`config.mk`:
```
export PLATFORM = sky130hd
export DESIGN_NAME = oser8_tx
export DESIGN_NICKNAME = d
export VERILOG_FILES = /design/src/rtl/oser8_tx.sv
export SDC_FILE = /design/constraint.sdc
export NUM_CORES = 1
export LEC_CHECK = 0
export BUFFER_PORTS_ARGS = -buffer_cell sky130_fd_sc_hd__buf_2
export CAP_MARGIN = 20
export CORE_MARGIN = 8
export CORE_UTILIZATION = 40
export DETAILED_ROUTE_END_ITERATION = 7
export PLACE_DENSITY = 0.68
export SYNTH_ARGS = -nofsm -noshare
export SYNTH_HDL_FRONTEND = slang
export SYNTH_SLANG_ARGS = --single-unit
```
`constraint.sdc`:
```
create_clock -name ECLK -period 2.05 [get_ports ECLK]
set_input_delay 0.205 -clock ECLK [delete_from_list [all_inputs] [get_ports ECLK]]
set_output_delay 0.205 -clock ECLK [all_outputs]
set_load 0.01 [all_outputs]
```
`src/rtl/oser8_tx.sv`:
```
// 8:1 serializer, LSB first, FRAME marks bit 0; word appears on DOUT the edge it is accepted.
// Backpressure: DREADY is high for one load slot per frame; unclaimed slots carry TRAIN_PAT/IDLE_PAT.
module oser8_tx #(
  parameter logic [7:0] TRAIN_PAT = 8'hF0,
  parameter logic [7:0] IDLE_PAT  = 8'h00
) (
  input  logic       ECLK,
  input  logic       RSTN,
  input  logic [7:0] DIN,
  input  logic       DVALID,
  output logic       DREADY,
  input  logic       TRAIN,
  input  logic       SLIPWD,
  output logic       DOUT,
  output logic       FRAME
);

  logic [2:0] cnt;
  logic [7:0] sr;
  logic       run;
  logic       slip_d;
  logic       pend;

  logic [2:0] cnt_inc;
  logic       hold;
  logic       slip_edge;
  logic [7:0] word;

  assign DREADY = run & (cnt == 3'd7) & ~pend;

  always_comb begin
    hold      = run & (cnt == 3'd7) & pend;
    slip_edge = SLIPWD & ~slip_d;
    cnt_inc   = cnt + 3'd1;
    word      = DVALID ? DIN : (TRAIN ? TRAIN_PAT : IDLE_PAT);
  end

  always_ff @(posedge ECLK or negedge RSTN) begin
    if (!RSTN) begin
      cnt    <= 3'd7;
      sr     <= 8'h00;
      run    <= 1'b0;
      slip_d <= 1'b0;
      pend   <= 1'b0;
      DOUT   <= 1'b0;
      FRAME  <= 1'b0;
    end else begin
      slip_d <= SLIPWD;
      // A hold consumes the pending slip; any edge arriving with it is dropped.
      if (hold)
        pend <= 1'b0;
      else if (slip_edge)
        pend <= 1'b1;

      if (!run) begin
        run <= 1'b1;
      end else if (DREADY) begin
        sr    <= word;
        DOUT  <= word[0];
        FRAME <= 1'b1;
        cnt   <= 3'd0;
      end else if (hold) begin
        // bit 7 stays on DOUT one extra period
        FRAME <= 1'b0;
      end else begin
        cnt   <= cnt_inc;
        DOUT  <= sr[cnt_inc];
        FRAME <= 1'b0;
      end
    end
  end

endmodule

```
==> impl_metrics.json <==
{
  "period_share": 0.932,
  "num-nets-final": 103,
  "maximum_clock_path_buffer_count": 2,
  "dieWidth_um": 58.6,
  "synthesis.area_um2": 727,
  "post-route-drc-count": 0,
  "clkLatencyLatePin_ps": 280,
  "maxCapViolations": 0,
  "critical_path.most_common_cell": "ha_1",
  "core_um2": 1730,
  "register_area_um2": 404,
  "synth_top_area_share": 0.448,
  "crit_slowest_cell": "dfstp_2",
  "worst_setup_hold_path_clk_slew_ps": 90,
  "grt_setup_unrepaired": "no",
  "clock_tree_from_tritoncts": "built",
  "crit_end": "DREADY",
  "netlist.top_cell.by_area": "dfrtp_1",
  "ys_seq_area_frac": 0.556,
  "leakage_nw": 0.424,
  "most-common-layout-cells": "buf_2, nand2_1, dfrtp_1, o21ai_0, a21oi_1",
  "cp-end-kind": "output port",
  "worst_r2r_startpoint": "cnt[0]",
  "report.final.setup_viol": 0,
  "timing.critical_path.arrival_ps": 1700,
  "syn-num-nets": 83,
  "wire_per_inst_um": 12.4,
  "gr-usage-all-layers": 0.0943,
  "drt-vias-per-instance": 4.84,
  "start_kind": "flop",
  "largest_cells_by_area_after_synthesis": "dfrtp_1, dfstp_2, nand2_1, o21ai_0, mux4_1",
  "startpoint_of_the_worst_setup_timing_path": "cnt[0]",
  "power.ir.vdd_worst_mv": 0.491,
  "finalMaxSlewViolations": 0,
  "dpl-instance-area_um2": 833,
  "hold_viol": 0,
  "ff2ff_path_depth": 5,
  "route.vias.total": 542,
  "type_of_the_tightest_min_delay_check": "input port to flop",
  "synth.yosys.warnings": 0,
  "power_per_cell_area_nw_per_um2": 1210,
  "run_status": "completed",
  "detailedPlacementHpwl_mm": 1.08,
  "final_cell_count_no_fill": 112,
  "grt_first_pass_wirelength_mm": 2.52,
  "avgSynthCellArea_um2": 10.7,
  "synth_cells": 68,
  "worst_ep_required_time_ps": 1850,
  "placed_instances": 107,
  "grt_max_degree": 20,
  "clock_tree.root_cell": "clkbuf_4",
  "fin_setup_tns_ps": 0,
  "tritoncts_num_sinks": 16,
  "die_area_um2": 3440,
  "syn_to_final_growth_pct": 19.6,
  "crit-reg2reg-capture": "DOUT",
  "path_class": "flop to output port",
  "clock_buffers_created_by_tritoncts": 3,
  "numPortBuffers": 15,
  "rows": 15,
  "antenna_cells_inserted": 0,
  "layout_commonest_cell": "buf_2",
  "timing.fmax_mhz": 524,
  "reg2reg_slack_ps": 370,
  "multiInputGateArea_um2": 308,
  "worst_clock_skew_ps": 7.51,
  "layout-drive-gt1-share": 0.287,
  "initial_core_util": 0.421,
  "dr.pass1.iters": 4,
  "filler_cell_count": 169,
  "drt-total-wl_mm": 1.39,
  "cts.repair.resized": 0,
  "die_y_um": 58.6,
  "grt_pass1_vias": 600,
  "final.min_clock_period_ps": 1910,
  "synthDistinctLibCells": 23,
  "cts.repair_timing.setup_buffer_count": 0,
  "cts_htree_levels": 1,
  "boundaryPins": 16,
  "synth-seq-cells": 16,
  "route.antenna.remaining_nets": 0,
  "grt_antenna_before_repair": 0,
  "crit_path_cell_trace": "ha_1, ha_1, nand3b_1, buf_4, inv_1, buf_2",
  "global_route.overflow_total": 0,
  "worst_path_largest_cell_delay_ps": 600,
  "postCtsHoldBufs": 1,
  "dr.first_iter.drc_count": 10,
  "worstPathMaxFanout": 19,
  "gp_congestion": 0.722,
  "postLayoutCellArea_um2": 870
}
## kinds of logic (layout without fill, tap and decap cells)
family | after synthesis | count (layout) | synth area share
mux | 3 | 3 | 0.0654
buf+inv | 4 | 23 | 0.0206
other cells | 1 | 1 | 0.00516
simple gates | 22 | 22 | 0.138
fa+ha+maj | 2 | 2 | 0.0344
flops | 16 | 16 | 0.556
compound gates | 20 | 20 | 0.181
## power breakdown
group,switching [mW],total [mW],internal (mW)
Sequential,0.0860,0.551,0.465
Clock,0.0934,0.169,0.0754
Combinational,0.154,0.336,0.182
Total,0.334,1.06,0.722
## metrics by stage
step	util	hold WS (ps)	setup WS [ps]	total power [mW]
floorplan	-	-90.6	400	0.789
finish	0.504	39.5	140	1.06
global route	0.504	16.7	14.9	1.15
global placement	0.483	130	426	0.871
CTS	0.504	26.2	121	1.07
detailed placement	0.483	130	393	0.897
## worst max-delay path, delay by kind of cell (launching register included)
family | cells | cell delay, ps
flip-flops | 1 | 600
adder cells (fa/ha/maj) | 2 | 370
buffers and inverters | 3 | 370
AND/OR/NAND/NOR | 1 | 90
## final cells by class
| class | instances | share of cell area |
|---|---|---|
| clock buffers | 4 | 0.0302 |
| inverters | 2 | 0.00863 |
| multi-input cells | 48 | 0.354 |
| flip-flops and latches | 16 | 0.465 |
| well taps | 25 | 0.0360 |
| repair buffers | 17 | 0.106 |
## cells in the mapped netlist
master / count
nand2_1: 14
mux2i_1: 1
dfrtp_1: 13
nand2b_1: 1
a22o_1: 3
buf_1: 1
a21oi_1: 4
mux4_1: 1
nor2b_1: 2
mux2_2: 1
inv_1: 2
dfstp_2: 3
ha_1: 2
nand3b_1: 1
a2bb2oi_1: 1
conb_1: 1
and3_1: 1
nor3b_1: 1
o21ai_0: 10
clkbuf_1: 1
nor2_1: 2
a21bo_2: 1
o41ai_2: 1
## per-layer routing
metal | global-route usage | share of wire | vias up
li1 | - | - | 276
met1 | 0.101 | 0.47 | 254
met2 | 0.156 | 0.47 | 12
met3 | 0.0370 | 0.058 | 0
met4 | 0.0512 | 0 | 0
met5 | 0 | 0 | -
## state kept, by name, indices dropped and copies added (netlist names)
register / flops
FRAME: 1
slip_d: 1
DOUT: 1
run: 1
pend: 1
cnt: 3
sr: 8
## worst min path at each step
stage | start | endpoint | depth (start not counted)
2_1_floorplan | RSTN | DOUT | 0
3_3_place_gp | RSTN | slip_d | 1
3_5_place_dp | RSTN | slip_d | 1
4_1_cts | SLIPWD | slip_d | 1
5_1_grt | SLIPWD | slip_d | 1
6_report | SLIPWD | slip_d | 1
(Power assumes the default switching activity.)
